**src/rtl/scic_pkg.sv**
```systemverilog
// Shared definitions for the single-cycle-instruction CPU: opcodes, instruction
// field positions and the fetch-stage state encoding.
package scic_pkg;

  localparam logic [3:0] OP_NOP = 4'h0;
  localparam logic [3:0] OP_ADD = 4'h1;
  localparam logic [3:0] OP_SL  = 4'h2;
  localparam logic [3:0] OP_SR  = 4'h3;
  localparam logic [3:0] OP_LI  = 4'h4;
  localparam logic [3:0] OP_LD  = 4'h5;
  localparam logic [3:0] OP_OR  = 4'h6;
  localparam logic [3:0] OP_ST  = 4'h7;
  localparam logic [3:0] OP_BR  = 4'h8;
  localparam logic [3:0] OP_AND = 4'h9;

  localparam int unsigned OPCODE_MSB  = 31;
  localparam int unsigned OPCODE_LSB  = 28;
  localparam int unsigned OPERAND_MSB = 15;
  localparam int unsigned OPERAND_LSB = 0;

  typedef enum logic [1:0] {
    StIdle   = 2'd0,
    StFetch  = 2'd1,
    StDecode = 2'd2,
    StIssue  = 2'd3
  } fetch_state_e;

  // Opcodes handed to the execute stage; NOP and BR are resolved in fetch.
  function automatic logic is_issuable(input logic [3:0] op);
    return (op >= OP_ADD && op <= OP_ST) || (op == OP_AND);
  endfunction

  function automatic logic is_undefined(input logic [3:0] op);
    return op >= 4'hA;
  endfunction

endpackage

```
**src/rtl/instruction_fetch.sv**
```systemverilog
// Fetch/decode front end: owns the PC, reads the instruction ROM, resolves NOP/BR
// locally and issues everything else to the execute stage over valid/ready.
module instruction_fetch
  import scic_pkg::*;
#(
  parameter int unsigned         ADDR_W   = 5,
  parameter logic [ADDR_W-1:0]   RESET_PC = '0
) (
  input  logic              clk,
  input  logic              reset,
  input  logic              run,
  output logic [ADDR_W-1:0] rom_address,
  output logic              rom_cs,
  input  logic [31:0]       rom_data,
  output logic              instr_valid,
  input  logic              instr_ready,
  output logic [3:0]        opcode,
  output logic [15:0]       operand,
  output logic [ADDR_W-1:0] pc,
  output logic              illegal
);

  fetch_state_e      state_q;
  logic [ADDR_W-1:0] pc_q;
  logic [3:0]        ir_op_q;
  logic [15:0]       ir_operand_q;
  logic              rom_cs_q;
  logic              valid_q;
  logic              illegal_q;

  logic [ADDR_W-1:0] pc_inc;
  logic [ADDR_W-1:0] br_target;

  // Natural overflow of the ADDR_W-wide add gives the modulo-2^ADDR_W wrap.
  assign pc_inc    = pc_q + ADDR_W'(1);
  assign br_target = ir_operand_q[ADDR_W-1:0];

  always_ff @(posedge clk) begin
    if (reset) begin
      state_q      <= StIdle;
      pc_q         <= RESET_PC;
      ir_op_q      <= '0;
      ir_operand_q <= '0;
      rom_cs_q     <= 1'b0;
      valid_q      <= 1'b0;
      illegal_q    <= 1'b0;
    end else begin
      illegal_q <= 1'b0;
      unique case (state_q)
        StIdle: begin
          if (run) begin
            state_q  <= StFetch;
            rom_cs_q <= 1'b1;
          end
        end
        StFetch: begin
          ir_op_q      <= rom_data[OPCODE_MSB:OPCODE_LSB];
          ir_operand_q <= rom_data[OPERAND_MSB:OPERAND_LSB];
          rom_cs_q     <= 1'b0;
          state_q      <= StDecode;
        end
        StDecode: begin
          if (is_issuable(ir_op_q)) begin
            state_q <= StIssue;
            valid_q <= 1'b1;
          end else begin
            // NOP, BR and undefined opcodes retire here without reaching execute.
            pc_q      <= (ir_op_q == OP_BR) ? br_target : pc_inc;
            illegal_q <= is_undefined(ir_op_q);
            state_q   <= run ? StFetch : StIdle;
            rom_cs_q  <= run;
          end
        end
        StIssue: begin
          if (instr_ready) begin
            pc_q     <= pc_inc;
            valid_q  <= 1'b0;
            state_q  <= run ? StFetch : StIdle;
            rom_cs_q <= run;
          end
        end
        default: begin
          state_q  <= StIdle;
          rom_cs_q <= 1'b0;
          valid_q  <= 1'b0;
        end
      endcase
    end
  end

  assign rom_address = pc_q;
  assign pc          = pc_q;
  assign rom_cs      = rom_cs_q;
  assign instr_valid = valid_q;
  assign opcode      = ir_op_q;
  assign operand     = ir_operand_q;
  assign illegal     = illegal_q;

endmodule

```
**config.mk**
```make
export PLATFORM = sky130hd
export DESIGN_NAME = instruction_fetch
export DESIGN_NICKNAME = d
export VERILOG_FILES = /design/src/rtl/scic_pkg.sv /design/src/rtl/instruction_fetch.sv
export SDC_FILE = /design/constraint.sdc
export NUM_CORES = 1
export LEC_CHECK = 0
export BUFFER_PORTS_ARGS = -buffer_cell sky130_fd_sc_hd__buf_2
export CELL_PAD_IN_SITES_DETAIL_PLACEMENT = 1
export CELL_PAD_IN_SITES_GLOBAL_PLACEMENT = 1
export CORE_AREA = 8 8 75 77
export DETAILED_ROUTE_END_ITERATION = 10
export DIE_AREA = 0 0 83 85
export PLACE_DENSITY = 0.81
export SYNTH_ARGS = -nofsm -noshare
export SYNTH_HDL_FRONTEND = slang
export SYNTH_SLANG_ARGS = --single-unit
```
**constraint.sdc**
```tcl
create_clock -name clk -period 1.8 [get_ports clk]
set_input_delay 0 -clock clk [delete_from_list [all_inputs] [get_ports clk]]
set_output_delay 0 -clock clk [all_outputs]
set_load 0.02 [all_outputs]
```
# Word level (Yosys, flattened, before mapping)
# Cells that the tools add are included.
[op_classes]
bitwise = 1
order_cmp = 3
n_reduce_logical = 9
n_addsub = 1
muxes = 16
n_eq_ne = 9
[op_table]
columns = ["operator", "count"]
rows = [
  ["5-bit 2-to-1 mux", 3],
  ["5-bit case mux with 2 select lines", 1],
  ["3-bit AND reduction", 3],
  ["4-bit == test, second input constant", 2],
  ["2-bit inequality test, second input constant", 4],
  ["2-bit case mux with 4 select lines", 1],
  ["1-bit 2-to-1 mux", 6],
  ["2-bit 2-to-1 mux", 3],
  ["5-bit by 1-bit adder with 5-bit output, second input constant", 1],
  ["2-bit == test, second input constant", 2],
  ["4-bit by 1-bit greater-or-equal comparator with 1-bit output, second input constant", 1],
  ["4-bit greater-or-equal comparator, second input constant", 1],
  ["4-bit by 3-bit less-or-equal comparator with 1-bit output, second input constant", 1],
  ["1-bit case mux with 4 select lines", 1],
  ["3-bit OR reduction", 1],
  ["2-bit by 1-bit == test with 1-bit output, second input constant", 1],
  ["2-bit zero test", 1],
  ["1-bit case mux with 2 select lines", 1],
  ["2-bit AND reduction", 1],
  ["2-bit nonzero test", 1],
  ["1-bit logical AND", 1],
  ["1-bit logical OR", 1],
  ["1-bit NOT", 1],
]
[totals]
reg_bits = 30
output_inout_bits = 33
word_cells = 46
in_bits = 36

# Longest topological paths before layout
# Gate-level depths: netlist (run 1).
[depth]
depth_word = 5
depth_mapped = 5
mapped_depth_nobuf = 5

# Least setup slack after synthesis (run 1)
# No wires, ideal clock.
[synth_path]
kind = "register to register"
from = "register ir_op_q[3] (netlist: opcode[3])"
to = "register pc_q[1] (netlist: pc[1])"
stages_incl_launch_ff = 5
period_less_slack_ns = 1.548
setup_time_ns = 0.116
path_buffers = 0
slack_ns = 0.252
t_required_ns = 1.684
arrival_time_ns = 1.431
path_cell_list = "dfxtp_1 > nor4b_2 > nand2_2 > mux2_1 > o211a_1"
[synth_between]
elab_chain_len = 5
elab_cells_between_ends = 11
classes_between = "2 x order compare; 3 x eq/ne; 3 x mux; 3 x reduce/logical"
[synth_rtl]
columns = ["element", "line", "source"]
rows = [
  ["start: declaration", "instruction_fetch.sv:25", "logic [3:0] ir_op_q;"],
  ["start signal: assignment", "instruction_fetch.sv:57", "ir_op_q <= rom_data[OPCODE_MSB:OPCODE_LSB];"],
  ["4-bit by 1-bit greater-or-equal comparator with 1-bit output or 4-bit by 3-bit less-or-equal comparator with 1-bit output (tied branches)", "scic_pkg.sv:30", "return (op >= OP_ADD && op <= OP_ST) || (op == OP_AND);"],
  ["1-bit logical AND", "scic_pkg.sv:30", ""],
  ["1-bit logical OR", "scic_pkg.sv:30", ""],
  ["2-bit inequality test (no line)", "--", ""],
  ["3-bit AND reduction (no line)", "--", ""],
  ["end signal: assignment", "instruction_fetch.sv:68", "pc_q <= (ir_op_q == OP_BR) ? br_target : pc_inc;"],
  ["end signal: assignment", "instruction_fetch.sv:76", "pc_q <= pc_inc;"],
  ["end: declaration", "instruction_fetch.sv:24", "logic [ADDR_W-1:0] pc_q;"],
]
# Several ways; a longest one is shown, not always the timed one. The select of a mux whose other input is x is not followed.
# A chain may end at the register's enable or synchronous reset.

# Worst setup path after layout (run 1)
[layout_path]
from = "register ir_op_q[1] (netlist: opcode[1])"
to = "register pc_q[1] (netlist: pc[1])"
# Same word-level chain as after synthesis.

==> results of run 1 <==
[stage by stage]
step	instance area, µm²	power [mW]	hold WS (ns)	setup WS [ns]	util (%)
floorplan	1290	0.899	0.136	0.252	-
global placement	1600	0.989	0.240	0.237	35.2
detailed placement	1600	0.997	0.247	0.168	35.2
CTS	1870	1.55	0.0238	0.167	41.3
global route	1870	1.61	0.0638	0.0710	41.3
finish	1870	1.52	0.0347	0.178	41.3
[final cells by class]
class	instances	share of cell area [%]
Sequential cell	30	32.1
Multi-Input combinational cell	107	31.6
Timing Repair Buffer	81	27.7
Clock buffer	7	4.07
Tap cell	54	3.61
Inverter	5	1.00
[cell families after synthesis]
| group | after synthesis | share of synthesized area, % |
|---|---|---|
| and+or+nand+nor | 62 | 22.0 |
| AOI/OAI and AO/OA | 40 | 19.8 |
| adders and majority gates | 1 | 0.972 |
| DFF | 30 | 46.6 |
| muxes | 4 | 3.21 |
| buffers and inverters | 18 | 7.39 |
[how the worst max path moves through the flow]
stage,start,to,cells after the start
detailed placement,opcode[1],pc[1],4
CTS,opcode[1],pc[1],4
global placement,opcode[1],pc[1],4
floorplan,opcode[3],pc[1],4
global route,opcode[1],pc[1],4
finish,opcode[1],pc[1],4
[worst max-delay path: cells and delay by family (launching register included)]
kind | cells | cell delay [ns]
AOI/OAI and AO/OA | 1 | 0.20
DFF | 1 | 0.37
muxes | 1 | 0.35
and+or+nand+nor | 2 | 0.61
[report_power, final]
group | switching [mW] | internal, mW
clock network | 0.243 | 0.266
logic | 0.156 | 0.124
registers | 0.0322 | 0.701
total | 0.431 | 1.09
[cells in the mapped netlist, drive strengths merged (2+ instances only)]
master	number	share of area [%]
o21a	2	1.3
nor2	3	0.87
nor4b	2	1.8
nor2b	2	0.97
inv	5	1.5
mux2i	3	2.3
o31ai	2	1.2
nand2	46	14
dfxtp	30	47
a31oi	2	0.97
buf	9	4.8
o32ai	2	1.4
clkbuf	4	1.2
nand3	2	0.78
nor3	2	1.2
nand2b	2	0.97
a21oi	25	9.7
[per-layer routing]
| metal | wire [µm] | up-vias |
|---|---|---|
| li1 | - | 671 |
| met1 | 1620 | 616 |
| met2 | 2210 | 38 |
| met3 | 252 | 6 |
| met4 | 72 | 0 |
| met5 | 0 | - |
[state kept, by name, indices dropped and copies added (netlist names)]
name	flops
state_q	2
instr_valid	1
operand	16
opcode	4
rom_cs	1
pc	5
illegal	1
==> key figures, run 1 <==
Layout
  – Final net count: 267
  – Layout cells sized above 1: 31.3%
  – Final Non-Filler Cells: 284
  – Most frequent cells in the layout: buf_2, nand2_1, dfxtp_1
  – Commonest non-fill, non-tap cell in the layout: buf_2
  – Area of the multi-input gates: 592 µm²
  – Antenna cells: 0
  – Filler cell count: 551
  – Reg area: 601 µm²
  – Area Growth Syn to Fin: 45.5%

Drt
  – DRT antenna net count: 0
  – DRT Wirelength: 4.15 mm
  – Via density: 4.69
  – Drt pass-1 iters: 4
  – Wire length per cell: 14.6 µm
  – Remaining DRCs: 0
  – DR vias: 1331
  – Detailed router's first-iteration violation count: 71

Placed design
  – Post-DP HPWL: 2.78 mm
  – RePlAce Congestion: 0.755
  – Cell Count Post-Placement: 257
  – I/O Buffers: 56

Critical path
  – Crit-path slowest cell: nor4b_2
  – Startpoint types: flop
  – WS Path Type: flop to flop
  – WP data arrival: 1.80 ns
  – Max FO, Critical Path: 8
  – Cells on worst reg2reg path: 4
  – CP Capture Type: flop
  – Critical Path Max Stage Delay: 0.40 ns
  – Setup slack, reg-to-reg: 0.18 ns
  – Worst Path Required: 1.98 ns
  – Worst path cell trace: nor4b_2 -> nand2_2 -> mux2_1 -> o211a_1
  – Reg-to-reg startpoint: opcode[1]
  – Reg-to-Reg End: pc[1]

GRT
  – Vias in the first global route: 1432
  – Largest net degree at the start of global routing: 31
  – GR Util met3: 4.79%
  – Met2 usage: 21.7%
  – Top Usage Layer GRT: met2
  – All-Layer GR Usage: 12.2%
  – Antenna violations before repair: 0
  – Global route total overflow: 0
  – M1 GR Usage: 12.2%
  – First-pass GRT wire length: 6.93 mm

Die
  – FP Rows: 25
  – Starting Density: 28.4%
  – Die ar.: 7060 µm²
  – Die X: 83 µm
  – Die height: 85 µm
  – I/O pin cnt: 69
  – Core Box Area: 4540 µm²

STA
  – Fin crit share: 90.1%
  – Final hold violations: 0
  – Count of final setup violators: 0
  – Fmax: 616 MHz
  – Total negative setup slack: 0 ns
  – RSZ-0062 raised after global routing: false
  – Slew @ Worst Pin: 0.556 ns
  – Setup Skew: 0.00377 ns
  – Slew headroom: 62.9%
  – Slew Viols, Final: 0
  – Tmin final: 1.62 ns

Clock network
  – CTS root buf: clkbuf_8
  – Bufs on Longest Clock Path: 2
  – Worst skew pair latency: 0.28 ns
  – H-tree depth: 2
  – CTS tree: built
  – Sink Count: 30
  – Post-CTS setup buffer count: 0
  – Clock slew at reported path FFs: 0.06 ns
  – Cts hold-fix bufs: 20
  – TritonCTS buffer count: 5
  – Post-cts sizing count: 0

Yosys
  – Mean Syn Cell Area: 8.31 µm²
  – Main synth FF type: dfxtp_1
  – Post-synth EDFFs: 0
  – Seq/Total Area, Yosys: 46.6%
  – Syn Nets: 192
  – Mapped Cells: 155
  – Synth Cell Area: 1290 µm²
  – #FFs+latches synth: 30
  – Synthesis warning total: 0
  – Async set-reset flop share out of synthesis: 0%
  – Cell variety after synth: 36

Hold path
  – Worst Hold Class: primary input to flop
  – Hold Path Origin: run
  – WHS Path Cells: 3
  – Hold Path Sink: state_q[0]

Outcome
  – Run status: finished clean

Power and ir drop
  – P per Cell Area: 812 nW/µm²
  – Lkg Pwr: 0.865 nW
  – Max VDD drop: 0.319 mV

Run
  – MaxCap Viol Count: 0
No activity file was read; power rests on OpenSTA's default activity.
==> run 2: changes to the inputs <==
Settings changed: CORE_AREA 8 8 75 77 to 8 8 56 104, DIE_AREA 0 0 83 85 to 0 0 64 112, SLEW_MARGIN from default to 5.
==> run 2 against run 1 <==
Flip-flop and latch count stayed put; final cell count is 0.35% higher; power is 3.9% higher; maximum frequency is 0.36% lower; clock-buffer cell count stayed put; largest cell class unchanged; utilization is 0.42 points higher; wire length is 3.9% higher; register-to-register slack hardly changed; highest routed layer unchanged; clock skew is 0.0039 ns higher.
==> key figures, run 2 (synthesized netlist as in run 1, its figures left out) <==
Clock network
  – Sink Count: 30 (unchanged)
  – CTS tree: built
  – CTS root buf: clkbuf_8
  – Post-cts sizing count: 0 (unchanged)
  – Post-CTS setup buffer count: 0 (unchanged)
  – Bufs on Longest Clock Path: 2 (unchanged)
  – Cts hold-fix bufs: 20 (unchanged)
  – Worst skew pair latency: 0.28 ns (about the same)
  – TritonCTS buffer count: 5 (unchanged)
  – Clock slew at reported path FFs: 0.07 ns (about the same)
  – H-tree depth: 2 (unchanged)

Drt
  – Drt pass-1 iters: 4 (unchanged)
  – Via density: 4.80 (+2.3%)
  – Detailed router's first-iteration violation count: 11 (-85%)
  – Remaining DRCs: 0 (unchanged)
  – DRT antenna net count: 0 (unchanged)
  – DRT Wirelength: 4.32 mm (+3.9%)
  – DR vias: 1367 (+2.7%)
  – Wire length per cell: 15.1 µm (+3.6%)

Placed design
  – Post-DP HPWL: 2.98 mm (+7.2%)
  – RePlAce Congestion: 0.742 (-1.7%)
  – I/O Buffers: 56 (unchanged)

GRT
  – Global route total overflow: 0 (unchanged)
  – Antenna violations before repair: 0 (unchanged)
  – First-pass GRT wire length: 7.08 mm (+2.2%)
  – Vias in the first global route: 1487 (+3.8%)
  – Largest net degree at the start of global routing: 31 (unchanged)
  – All-Layer GR Usage: 12.1% (-0.047 points)

STA
  – Fin crit share: 90.4% (+0.32 points)
  – Tmin final: 1.63 ns (+0.00583 ns)
  – Slew Viols, Final: 0 (unchanged)
  – Slew headroom: 64.2% (+1.3 points)
  – Total negative setup slack: 0 ns (unchanged)
  – Slew @ Worst Pin: 0.537 ns (-0.0198 ns)
  – Count of final setup violators: 0 (unchanged)
  – Fmax: 614 MHz (-0.36%)
  – Final hold violations: 0 (unchanged)
  – RSZ-0062 raised after global routing: false
  – Setup Skew: 0.00767 ns (+0.00390 ns)

Layout
  – Area Growth Syn to Fin: 46.2%
  – Layout cells sized above 1: 31.7% (+0.43 points)
  – Max reg flops: 16 (unchanged)
  – Most frequent cells in the layout: buf_2, nand2_1, dfxtp_1
  – Antenna cells: 0 (unchanged)
  – Final net count: 266 (-0.37%)
  – Commonest non-fill, non-tap cell in the layout: buf_2

Outcome
  – Run status: finished clean

Hold path
  – Worst Hold Class: primary input to flop
  – Hold Path Sink: state_q[0]
  – WHS Path Cells: 3 (unchanged)
  – Hold Path Origin: run

Critical path
  – CP Capture Type: flop
  – Reg-to-reg startpoint: opcode[1]
  – WS Path Type: flop to flop
  – Worst Path Required: 1.98 ns (about the same)
  – Reg-to-Reg End: pc[1]
  – Cells on worst reg2reg path: 4 (unchanged)
  – Setup slack, reg-to-reg: 0.17 ns (about the same)
  – Max FO, Critical Path: 8 (unchanged)
  – Startpoint types: flop
  – WP data arrival: 1.80 ns (about the same)

Die
  – I/O pin cnt: 69 (unchanged)
  – Core Box Area: 4510 µm² (-0.55%)
  – Die ar.: 7170 µm² (+1.6%)
  – Starting Density: 28.5% (+0.16 points)
  – Die height: 112 µm (+32%)
  – FP Rows: 35 (+40%)
  – Die X: 64 µm (-23%)

Power and ir drop
  – Lkg Pwr: 0.870 nW (+0.64%)
  – Max VDD drop: 0.651 mV (+100%)
  – Overall Power: 1.58 mW (+3.9%)
  – P per Cell Area: 840 nW/µm² (+3.4%)

Run
  – MaxCap Viol Count: 0 (unchanged)
[run 2: through the flow]
step	std cells	hold slack [ns]	utilization [%]	cell area [µm²]	setup WS, ns
6_report	285	0.0448	41.7	1880	0.172
5_1_grt	285	0.0493	41.7	1880	0.120
4_1_cts	285	0.0386	41.7	1880	0.174
3_5_place_dp	257	0.249	35.3	1590	0.204
3_3_place_gp	257	0.240	35.3	1590	0.232
2_1_floorplan	155	0.136	-	1290	0.252
[run 2: cell type report]
cell class | instances | area, µm²
repair buffers | 80 | 510
well taps | 55 | 68.8
fillers | 553 | 2630
inverters | 5 | 18.8
clock inverters | 1 | 5.00
multi-input cells | 107 | 592
flip-flops and latches | 30 | 601
clock buffers | 7 | 86.3
[run 2: worst max-delay path: stages (launching register included)]
cell and delay (ns):
dfxtp_1 0.37, nor4b_2 0.36, nand2_2 0.21, mux2_1 0.36, o211a_1 0.21
[run 2: how the worst max path moves through the flow]
| stage | start | endpoint | slack [ns] |
|---|---|---|---|
| detailed placement | opcode[1] | pc[1] | 0.20 |
| global route | opcode[1] | pc[1] | 0.12 |
| floorplan | opcode[3] | pc[1] | 0.25 |
| finish | opcode[1] | pc[1] | 0.17 |
| global placement | opcode[1] | pc[1] | 0.23 |
| CTS | opcode[1] | pc[1] | 0.17 |
[run 2: routing by layer]
metal / GRT usage [%] / share of wire, %
met2: 20.8 / 51
met5: 0 / 0
met3: 5.53 / 8.0
met1: 12.5 / 40
met4: 4.05 / 0.90
[run 2: power breakdown]
group	switching (mW)	internal (mW)	leakage, nW
Clock	0.257	0.308	0.0482
Sequential	0.0321	0.701	0.245
Combinational	0.161	0.121	0.577
